--- config.mk ---
export PLATFORM = sky130hd
export DESIGN_NAME = sig_data_tmu_sched
export DESIGN_NICKNAME = d
export VERILOG_FILES = /design/src/rtl/sig_data_tmu_sched.sv
export SDC_FILE = /design/constraint.sdc
export NUM_CORES = 1
export LEC_CHECK = 0
export CORE_MARGIN = 2
export CORE_UTILIZATION = 54
export DETAILED_ROUTE_END_ITERATION = 8
export GPL_TIMING_DRIVEN = 0
export PLACE_DENSITY = 0.87
export SLEW_MARGIN = 20
export SYNTH_ARGS = -nofsm -noshare
export SYNTH_HDL_FRONTEND = slang
export SYNTH_SLANG_ARGS = --single-unit
--- constraint.sdc ---
create_clock -name clk -period 2.4 [get_ports clk]
set_clock_uncertainty 0.05 [all_clocks]
set_input_delay 0.48 -clock clk [delete_from_list [all_inputs] [get_ports clk]]
set_output_delay 0.48 -clock clk [all_outputs]
set_load 0.01 [all_outputs]
--- src/rtl/sig_data_tmu_sched.sv ---
// Frame scheduler between the channel encoder and the signal/data tone mappers.
// Collects one tone's worth of bits, then replays them gap-free to the selected mapper.
module sig_data_tmu_sched #(
   parameter int N_TONE = 480,
   parameter int SYM_W  = 8
) (
   input  logic             clk,
   input  logic             rst,
   input  logic             start,
   input  logic [1:0]       mod_sel,
   input  logic [SYM_W-1:0] n_sym,
   input  logic             enc_di,
   input  logic             enc_vld,
   output logic             enc_rdy,
   output logic             stmu_di,
   output logic             stmu_di_vld,
   output logic             dtmu_di,
   output logic             dtmu_di_vld,
   output logic             sym_first,
   output logic [8:0]       tone_idx,
   output logic [SYM_W-1:0] sym_idx,
   output logic             busy,
   output logic             done
);

   typedef enum logic [2:0] {
      IDLE,
      SIG_COL,
      SIG_EMIT,
      DAT_COL,
      DAT_EMIT,
      FIN
   } state_t;

   state_t           state;
   state_t           state_nxt;
   logic [1:0]       mod_q;
   logic [SYM_W-1:0] nsym_q;
   logic [SYM_W-1:0] sym_cnt;
   logic [8:0]       tone_cnt;
   logic [1:0]       bit_cnt;
   logic [1:0]       k_last;
   logic [3:0]       stage;
   logic             accept_start;
   logic             take_bit;
   logic             group_end;
   logic             tone_wrap;

   // Index of the last bit in a tone group: QPSK for the signal symbol, latched modulation for data
   always_comb begin
      k_last = 2'd1;
      if (state == DAT_COL || state == DAT_EMIT) begin
         case (mod_q)
            2'd0:    k_last = 2'd0;
            2'd2:    k_last = 2'd3;
            default: k_last = 2'd1;
         endcase
      end
   end

   always_ff @(posedge clk or negedge rst) begin
      if (!rst) state <= IDLE;
      else      state <= state_nxt;
   end

   // The done cycle is already IDLE, so a start coinciding with done is masked here
   always_comb begin
      state_nxt    = state;
      enc_rdy      = 1'b0;
      accept_start = 1'b0;
      take_bit     = 1'b0;
      group_end    = 1'b0;
      tone_wrap    = (tone_cnt == 9'(N_TONE - 1));
      case (state)
         IDLE: begin
            if (start && !done) begin
               accept_start = 1'b1;
               state_nxt    = SIG_COL;
            end
         end
         SIG_COL, DAT_COL: begin
            enc_rdy  = 1'b1;
            take_bit = enc_vld;
            if (enc_vld && bit_cnt == k_last) begin
               if (state == SIG_COL) state_nxt = SIG_EMIT;
               else                  state_nxt = DAT_EMIT;
            end
         end
         SIG_EMIT: begin
            if (bit_cnt == k_last) begin
               group_end = 1'b1;
               if (!tone_wrap)       state_nxt = SIG_COL;
               else if (nsym_q != 0) state_nxt = DAT_COL;
               else                  state_nxt = FIN;
            end
         end
         DAT_EMIT: begin
            if (bit_cnt == k_last) begin
               group_end = 1'b1;
               if (!tone_wrap)             state_nxt = DAT_COL;
               else if (sym_cnt == nsym_q) state_nxt = FIN;
               else                        state_nxt = DAT_COL;
            end
         end
         FIN:     state_nxt = IDLE;
         default: state_nxt = IDLE;
      endcase
   end

   // Emit outputs lag the EMIT state by one edge; tone/sym indices are snapshotted per bit so they stay stable
   always_ff @(posedge clk or negedge rst) begin
      if (!rst) begin
         mod_q       <= 2'd0;
         nsym_q      <= '0;
         sym_cnt     <= '0;
         tone_cnt    <= 9'd0;
         bit_cnt     <= 2'd0;
         stage       <= 4'd0;
         stmu_di     <= 1'b0;
         stmu_di_vld <= 1'b0;
         dtmu_di     <= 1'b0;
         dtmu_di_vld <= 1'b0;
         sym_first   <= 1'b0;
         tone_idx    <= 9'd0;
         sym_idx     <= '0;
         busy        <= 1'b0;
         done        <= 1'b0;
      end else begin
         busy        <= (state_nxt != IDLE);
         done        <= (state == FIN);
         stmu_di     <= 1'b0;
         stmu_di_vld <= 1'b0;
         dtmu_di     <= 1'b0;
         dtmu_di_vld <= 1'b0;
         sym_first   <= 1'b0;
         if (accept_start) begin
            mod_q    <= mod_sel;
            nsym_q   <= n_sym;
            sym_cnt  <= '0;
            tone_cnt <= 9'd0;
            bit_cnt  <= 2'd0;
            stage    <= 4'd0;
            tone_idx <= 9'd0;
            sym_idx  <= '0;
         end
         if (take_bit) begin
            stage[bit_cnt] <= enc_di;
            bit_cnt        <= (bit_cnt == k_last) ? 2'd0 : bit_cnt + 2'd1;
         end
         if (state == SIG_EMIT || state == DAT_EMIT) begin
            if (state == SIG_EMIT) begin
               stmu_di     <= stage[bit_cnt];
               stmu_di_vld <= 1'b1;
            end else begin
               dtmu_di     <= stage[bit_cnt];
               dtmu_di_vld <= 1'b1;
            end
            sym_first <= (bit_cnt == 2'd0) && (tone_cnt == 9'd0);
            tone_idx  <= tone_cnt;
            sym_idx   <= sym_cnt;
            bit_cnt   <= group_end ? 2'd0 : bit_cnt + 2'd1;
            if (group_end) begin
               if (tone_wrap) begin
                  tone_cnt <= 9'd0;
                  if (state == SIG_EMIT)      sym_cnt <= SYM_W'(1);
                  else if (sym_cnt != nsym_q) sym_cnt <= sym_cnt + SYM_W'(1);
               end else begin
                  tone_cnt <= tone_cnt + 9'd1;
               end
            end
         end
      end
   end

endmodule

After elaboration in Yosys (flattened, before gate mapping)
Index checks and enable logic that the tools add are counted.
{ "totals": {"in_bits": 15, "word_cells": 101, "regBits": 60, "output_inout_bits": 25} }
{ "classes": {"n_reduce_logical": 17, "magnitude_cmp": 2, "add_sub_neg": 3, "eq_ne": 10, "muxes": 53} }
{ "ops": {"columns": ["op", "n"], "rows": [
  ["$mux W8", 8],
  ["$mux W9", 6],
  ["$mux W3", 9],
  ["$mux W1", 17],
  ["$mux W2", 6],
  ["$pmux W3 S4", 1],
  ["$add A9 B1 Y9 const B", 1],
  ["$eq A9 B9 Y1 const B", 1],
  ["$logic_not A9 Y1", 1],
  ["$add A8 B1 Y8 const B", 1],
  ["$eq A8 B8 Y1", 1],
  ["$mux W4", 2],
  ["$ne A8 B8 Y1", 1],
  ["$reduce_bool A8 Y1", 1],
  ["$eq A3 B2 Y1 const B", 2],
  ["$eq A3 B3 Y1 const B", 2],
  ["$reduce_bool A3 Y1", 2],
  ["$bwmux W4", 1],
  ["$logic_and A1 B1 Y1", 4],
  ["$logic_not A2 Y1", 2],
  ["$pmux W2 S2", 1],
  ["$reduce_or A2 Y1", 2],
  ["$eq A3 B1 Y1 const B", 1],
  ["$logic_not A3 Y1", 1],
  ["10 further kinds", 11]
]} }

Depth between registers and ports, before layout
Gate-level depths: netlist (run 1).
{ "depth": {"word_depth": 10, "ltp_mapped": 8, "mapped_depth_nobuf": 7} }

Worst setup path before layout (run 1)
OpenSTA, ideal clock, no wires.
{ "synth_path": {"path_type": "register to register", "start": "register state[1]", "end": "register busy", "arrival_time_ns": 2.030, "setup_time_ns": 0.131, "path_buffers": 2, "t_required_ns": 2.219, "synth_period_minus_slack_ns": 2.212, "path_stages_with_launch": 8, "setup_slack_ns": 0.188, "path_cell_list": "dfrtp_1 -> buf_4 -> nor4bb_4 -> o2111a_2 -> or3_1 -> buf_2 -> a311o_1 -> or3_1"} }
{ "synth_between": {"elab_chain_cells": 8, "word_cells_on_any_way": 17, "classes_between": "5 x eq/ne; 7 x mux; 5 x reduce/logical"} }
{ "synth_rtl": {"columns": ["element", "line_no", "source"], "rows": [
  ["start, declared", "35", "state_t state;"],
  ["start signal, assigned", "63", "else state <= state_nxt;"],
  ["$eq A3 B2 Y1 or $eq A3 B3 Y1 (tied branches)", "52, 74", null],
  ["$logic_or A1 B1 Y1", "52", "if (state == DAT_COL || state == DAT_EMIT) begin"],
  ["$mux W2", "52", null],
  ["$eq A2 B2 Y1", "84, 90, 98", null],
  ["$logic_and A1 B1 Y1", "84", "if (enc_vld && bit_cnt == k_last) begin"],
  ["$mux W3", "84", null],
  ["$pmux W3 S4 (*)", "74", "case (state)"],
  ["via state_nxt[1]", "36", "state_t state_nxt;"],
  ["$reduce_bool A3 Y1 (*)", "129", "busy <= (state_nxt != IDLE);"],
  ["end signal, assigned", "129", null],
  ["end, declared", "22", "output logic busy,"]
]} }
The timed path passes the listed nets; every way through them passes the cells marked *.
A chain may end at the register's enable or synchronous reset.

Final worst setup path (run 1)
{ "layout_path": {"start": "register state[0]", "end": "register busy"} }
The elaborated chain is that of the path after synthesis.

==> qor.txt, run 1 <==
Slowest-stage cell, CP: dfrtp_1
Max_cap viols: 0
Most frequent cells in the layout: dfrtp_1 (60), nand2_1 (51), clkdlybuf4s50_1 (38)
Vias: 2441
Top area cells in the synthesized netlist: dfrtp_1 (51%), nand2_1 (6.5%), a22o_1 (5.4%)
Worst-Margin Slew: 595.6 ps
Yosys top cell area share: 0.5133
Relative slew margins: 0.6021
P per Cell Area: 982.0 mW/mm²
Status: complete, but fails checks
Final setup violation count: 1
Failing checks: negative setup slack
Initial antenna violation count: 0
CTS max path bufs: 2
Number of global-route vias before repair: 2344
Routability congestion estimate: 0.8839
Die Wd: 77.60 µm
Syn Nets: 310
Final setup margin: -29.86 ps
CTS tree: yes
Pin count of the biggest net entering global routing: 61
IR drop worst, VDD: 562.2 µV
N_diodes: 0
Post-Place Cells: 398
Drc violations: 0
Die ar.: 0.006022 mm²
Clk root buf: clkbuf_8
Fin cells: 418
Ys async rst share: 1.000
Post-synthesis cell type count: 47
CP delay by family, top: simple AND/OR/NAND/NOR gates
Die height: 77.60 µm
Worst skew pair latency: 340 ps
P&R area growth vs syn: 25.24%
Synth warn: 0
Main synth FF type: dfrtp_1
Row Count: 26
RSZ-0062 raised after global routing: true
Filler instances: 379
Hold buffers post-CTS: 0
Initial Util: 0.5656
Total GRT Usage: 0.2388
Arrival time of the worst setup path: 2590 ps
H-tree levels: 3
Drt wl/cell: 16.22 µm
Number of synthesized flops with an enable pin: 0
I/O Buffers: 39
Proportion of synthesized chip area in sequential cells: 0.5133
Post-Synthesis Cells: 288
Worst Path Class, Setup: flip-flop to flip-flop
Crit path depth: 8
Tot Pwr: 3.597 mW
Layout cells sized above 1: 0.1034
Fmax: 411.5 MHz
Start point of the critical path: state[0]
Commonest non-fill, non-tap cell in the layout: dfrtp_1
Io pins: 40
CP peak stage delay: 440 ps
Fin crit share: 1.012
TritonCTS Buffers: 9
Grt total ovfl: 0
TritonCTS Sinks: 60
Avg Inst Size Synth: 10.16 µm²
CTS clk-pin slew, worst paths: 60 ps
Area of the mapped netlist: 0.002925 mm²
Worst r2r path cells: 8
DRT Pass-1 Iters: 6
Lkg Pwr: 1.731 nW
Hold slack: 73.66 ps
HP Class: primary input to async pin
Critical Path Source Type: flip-flop
Core area: 0.005172 mm²
First-pass GRT wire length: 11.27 mm
Worst path bufs/invs: 2
Final net count: 366
DRT iter0 DRCs: 223
CP required: 2560 ps
Post-layout util: 0.7083
R2R Path Start: state[0]
Fin. Hold Viols: 0
Post-DP HPWL: 4.595 mm
Max Slew Vio Count: 0
Crit end category: flip-flop
Placement Setup Slack: 50.05 ps
Max Fanout on Critical Path: 6
DRT Wirelength: 6.779 mm
Final min period: 2430 ps
Yosys top cell by area: dfrtp_1
Number of antenna-violating nets in the routed design: 0
Via density: 5.840
FF+latch count, synth: 60
Crit-path cells: buf_6, nor4bb_4, o2111a_2, or3_1, buf_6, a21oi_1, a311o_1, or3_1
[worst paths after layout]
path | slack [ps] | to
setup reg to reg | -30 | busy
hold / removal | 70 | sym_idx[6]
min in group clk | 440 | tone_idx[0]
setup / recovery | -30 | busy
hold reg to reg | 440 | tone_idx[0]
max in group asynchronous | 1970 | dtmu_di
[cell usage after synthesis (7+ instances only)]
library cell,instances
a21oi_1,12
a22o_1,18
inv_1,7
nand2_1,51
xor2_1,12
nor2_1,13
and2_1,8
nand3_1,13
ha_1,7
dfrtp_1,60
o21ai_0,11
[flip-flops by register name (all words and copies together) (netlist names)]
name         count
tone_cnt         9
tone_idx         9
nsym_q           8
sym_cnt          8
sym_idx          8
stage            4
state            3
bit_cnt          2
mod_q            2
busy             1
done             1
dtmu_di          1
dtmu_di_vld      1
stmu_di          1
stmu_di_vld      1
sym_first        1
[area by class of cell]
class,instances,area [µm²],share of cell area
multi-input combinational,209,1355,0.3699
tap,70,87.58,0.02391
clock inverter,2,10.01,0.002732
timing repair buffer,45,450.4,0.1230
clock buffer,13,158.9,0.04337
sequential,60,1501,0.4098
buffer,12,73.82,0.02015
inverter,7,26.28,0.007172
[through the flow]
step	area [µm²]	TNS, ps
after floorplan	2925	0
after global placement	3403	-61000
after CTS	3597	0
after global routing	3664	-329.5
after detailed placement	3428	0
final	3664	-29.86
[power breakdown]
group / internal [mW] / leakage [nW] / switching, mW / total, mW
registers: 1.21 / 0.810 / 0.193 / 1.40
clock network: 0.423 / 0.0893 / 0.374 / 0.797
logic: 0.610 / 0.832 / 0.787 / 1.40
[repair_timing]
item / 4_1_cts / 5_1_grt
setup buffers: 0 / 4
setup endpoints to repair: 0 / 23
gates resized for setup: 0 / 10
[logic make-up after synthesis]
family                     after synthesis  synth area share
xor gates and xnor gates                12           0.03593
muxes                                    3           0.01454
DFF                                     60            0.5133
AOI/OAI and AO/OA                       65            0.1600
and+or+nand+nor                        122            0.2169
buffers and inverters                   19           0.02951
adders and majority gates                7           0.02994
[metal layers]
| metal | vias to the layer above | share of wire | GRT usage |
|---|---|---|---|
| met4 | 0 | 0.014 | 0.09286 |
| met1 | 1208 | 0.44 | 0.3253 |
| met5 | - | 0 | 0 |
| met3 | 11 | 0.045 | 0.03721 |
| li1 | 1141 | - | - |
| met2 | 81 | 0.50 | 0.3853 |
Note: power is estimated with default switching activity, not from simulation.
==> inputs of run 2 (changes only) <==
--- a/config.mk
+++ b/config.mk
@@ -8,6 +8,7 @@
 export CORE_MARGIN = 2
 export CORE_UTILIZATION = 54
 export DETAILED_ROUTE_END_ITERATION = 8
+export GPL_ROUTABILITY_DRIVEN = 1
 export GPL_TIMING_DRIVEN = 0
 export PLACE_DENSITY = 0.87
 export SLEW_MARGIN = 20
==> results of run 2 <==
The final DEF is identical to that of run 1; final timing and power are the same.
==> inputs of run 3 (changes only) <==
--- a/config.mk
+++ b/config.mk
@@ -5,7 +5,7 @@
 export SDC_FILE = /design/constraint.sdc
 export NUM_CORES = 1
 export LEC_CHECK = 0
-export CORE_MARGIN = 2
+export CORE_MARGIN = 3
 export CORE_UTILIZATION = 54
 export DETAILED_ROUTE_END_ITERATION = 8
 export GPL_ROUTABILITY_DRIVEN = 1
==> run 3 against run 2 <==
  * Core utilization shrank 0.12 points
  * Sequential share of layout area rose by 0.070 points
  * Routed wire length fell by 2.2%
  * Clock power rose by 8.4%
  * The flow still finishes with violations (negative setup slack)
  * Critical endpoint unchanged
  * Maximum frequency rose by 0.39%
  * Via count decreased by 1.8%
  * Final area down 0.17%
  * First-iteration DRC count rose by 30%
  * Hold slack improved by 360 ps
==> qor.txt, run 3 (synthesis gave the netlist of run 1 again) <==
Status: complete, but fails checks (unchanged)
Top Registers: tone_cnt x9, tone_idx x9 (unchanged)
P_int: 2.256 mW (was 2.243 mW)
IR drop worst, VDD: 504.2 µV (was 562.2 µV)
Core area: 0.005172 mm² (unchanged)
Die height: 79.60 µm (was 77.60 µm)
Worst Hold Launch: tone_idx[1]
Sequential share of power: 0.388 (was 0.390)
TritonCTS Buffers: 9 (unchanged)
CTS tree: yes (unchanged)
CP delay by family, top: simple AND/OR/NAND/NOR gates (unchanged)
Final setup margin: -20.39 ps (was -29.86 ps)
Pin count of the biggest net entering global routing: 37 (was 61)
Post-DP HPWL: 4.562 mm (was 4.595 mm)
Relative slew margins: 0.6333 (was 0.6021)
Power share of the clock group: 0.240 (was 0.222)
Worst skew pair latency: 340 ps (about the same)
Hold slack: 435.5 ps (was 73.66 ps)
Most frequent cells in the layout: dfrtp_1 (60), nand2_1 (51), clkdlybuf4s50_1 (38) (unchanged)
Start point of the critical path: state[2] (was state[0])
CP most frequent cell: or3_1
Arrival time of the worst setup path: 2600 ps (was 2590 ps)
Commonest non-fill, non-tap cell in the layout: dfrtp_1 (unchanged)
Routability congestion estimate: 0.8554 (was 0.8839)
Drt wl/cell: 16.01 µm (was 16.22 µm)
Vias: 2396 (was 2441)
Max_cap viols: 0 (unchanged)
Max Fanout on Critical Path: 10 (was 6)
Crit path depth: 8 (unchanged)
N_diodes: 0 (unchanged)
Drc violations: 0 (unchanged)
Initial antenna violation count: 0 (unchanged)
P per Cell Area: 983.4 mW/mm² (was 982.0 mW/mm²)
Clk root buf: clkbuf_8 (unchanged)
Fin. Hold Viols: 0 (unchanged)
Fin crit share: 1.008 (was 1.012)
CTS clk-pin slew, worst paths: 60 ps (about the same)
CP peak stage delay: 420 ps (was 440 ps)
DRT Pass-1 Iters: 4 (was 6)
I/O Buffers: 39 (unchanged)
Worst path bufs/invs: 2 (unchanged)
Row Count: 26 (unchanged)
Final min period: 2420 ps (was 2430 ps)
Die ar.: 0.006336 mm² (was 0.006022 mm²)
FF-to-FF setup slack: -20 ps (was -30 ps)
Failing checks: negative setup slack (unchanged)
Slowest-stage cell, CP: nor4bb_4 (was dfrtp_1)
Crit-path cells: buf_2, nor4bb_4, o2111a_2, or3_1, buf_4, a21oi_1, a311o_1, or3_1 (was buf_6, nor4bb_4, o2111a_2, or3_1, buf_6, a21oi_1, a311o_1, or3_1)
Worst setup endpoint: busy (unchanged)
Crit end category: flip-flop (unchanged)
RSZ-0062 raised after global routing: true (unchanged)
Final setup violation count: 1 (unchanged)
CP required: 2580 ps (was 2560 ps)
Critical Path Source Type: flip-flop (unchanged)
Fmax: 413.2 MHz (was 411.5 MHz)
Post-Place Cells: 398 (unchanged)
H-tree levels: 3 (unchanged)
HP Class: flip-flop to flip-flop (was primary input to async pin)
Number of antenna-violating nets in the routed design: 0 (unchanged)
Tot Pwr: 3.597 mW (about the same)
Worst r2r path cells: 8 (unchanged)
DRT Wirelength: 6.630 mm (was 6.779 mm)
DRT iter0 DRCs: 289 (was 223)
Worst-Margin Slew: 547.0 ps (was 595.6 ps)
Total GRT Usage: 0.2234 (was 0.2388)
First-pass GRT wire length: 10.78 mm (was 11.27 mm)
Lkg Pwr: 1.721 nW (was 1.731 nW)
P&R area growth vs syn: 25.02% (was 25.24%)
Max Slew Vio Count: 0 (unchanged)
Worst Path Class, Setup: flip-flop to flip-flop (unchanged)
Via density: 5.787 (was 5.840)
Sw frac: 0.3726 (was 0.3765)
Fin cells: 414 (was 418)
CTS max path bufs: 2 (unchanged)
R2R Path Start: state[2] (was state[0])
Switching power: 1.340 mW (was 1.354 mW)
Grt total ovfl: 0 (unchanged)
Die Wd: 79.60 µm (was 77.60 µm)
Number of global-route vias before repair: 2235 (was 2344)
Reg2reg end: busy (unchanged)
Io pins: 40 (unchanged)
Initial Util: 0.5656 (unchanged)
Layout cells sized above 1: 0.09593 (was 0.1034)
TritonCTS Sinks: 60 (unchanged)
Gate power share: 0.372 (was 0.388)
Final net count: 362 (was 366)
## run 3: timing repair
| item | in CTS | in global routing |
|---|---|---|
| setup buffers | 0 | 0 |
| setup endpoints to repair | 0 | 18 |
| hold endpoints to repair | 24 | 0 |
| hold buffers | 1 | 0 |
| gates resized for setup | 0 | 9 |
## run 3: worst register-to-register path, stage by stage (launching register included)
cell      delay [ps]
dfrtp_1          370
buf_2            190
nor4bb_4         420
o2111a_2         310
or3_1            130
buf_4            130
a21oi_1           70
a311o_1          310
or3_1            320
## run 3: final cells by class
cell class                      count  area [µm²]
Timing Repair Buffer               41       417.9
Tap cell                           70       87.58
Clock inverter                      1       5.005
Multi-Input combinational cell    209        1369
Inverter                            7       26.28
Fill cell                         380        1515
Clock buffer                       14       182.7
Buffer                             12       67.56
Sequential cell                    60        1501
## run 3: how the worst min path moves through the flow
stage / to / cells after the start
6_report: tone_idx[1] / 2
5_1_grt: stage[0] / 1
4_1_cts: tone_idx[1] / 2
3_5_place_dp: stage[0] / 1
3_3_place_gp: tone_idx[0] / 2
2_1_floorplan: bit_cnt[0] / 0
## run 3: through the flow
stage,TNS [ps],cell area [µm²],setup slack [ps],utilization
2_1_floorplan,0,2925,188.5,-
3_3_place_gp,-62140,3403,-1039,0.6580
3_5_place_dp,0,3421,55.40,0.6613
4_1_cts,0,3618,32.26,0.6996
5_1_grt,-270.4,3657,-129.6,0.7071
6_report,-20.39,3657,-20.39,0.7071
## run 3: power groups by stage
| stage | Clock [mW] | Sequential [mW] | Combinational (mW) |
|---|---|---|---|
| 5_1_grt | 0.921 | 1.42 | 1.47 |
| 3_3_place_gp | 0 | 1.39 | 1.22 |
| 4_1_cts | 0.868 | 1.38 | 1.28 |
| 3_5_place_dp | 0 | 1.40 | 1.26 |
| 2_1_floorplan | 0 | 1.38 | 0.871 |
| 6_report | 0.864 | 1.40 | 1.34 |
## run 3: layer usage
layer / GRT usage / vias to the layer above / wire [µm]
li1: - / 1133 / -
met1: 0.3075 / 1181 / 3016
met2: 0.3456 / 65 / 3173
met3: 0.03499 / 17 / 292
met4: 0.1065 / 0 / 147
met5: 0 / - / 0
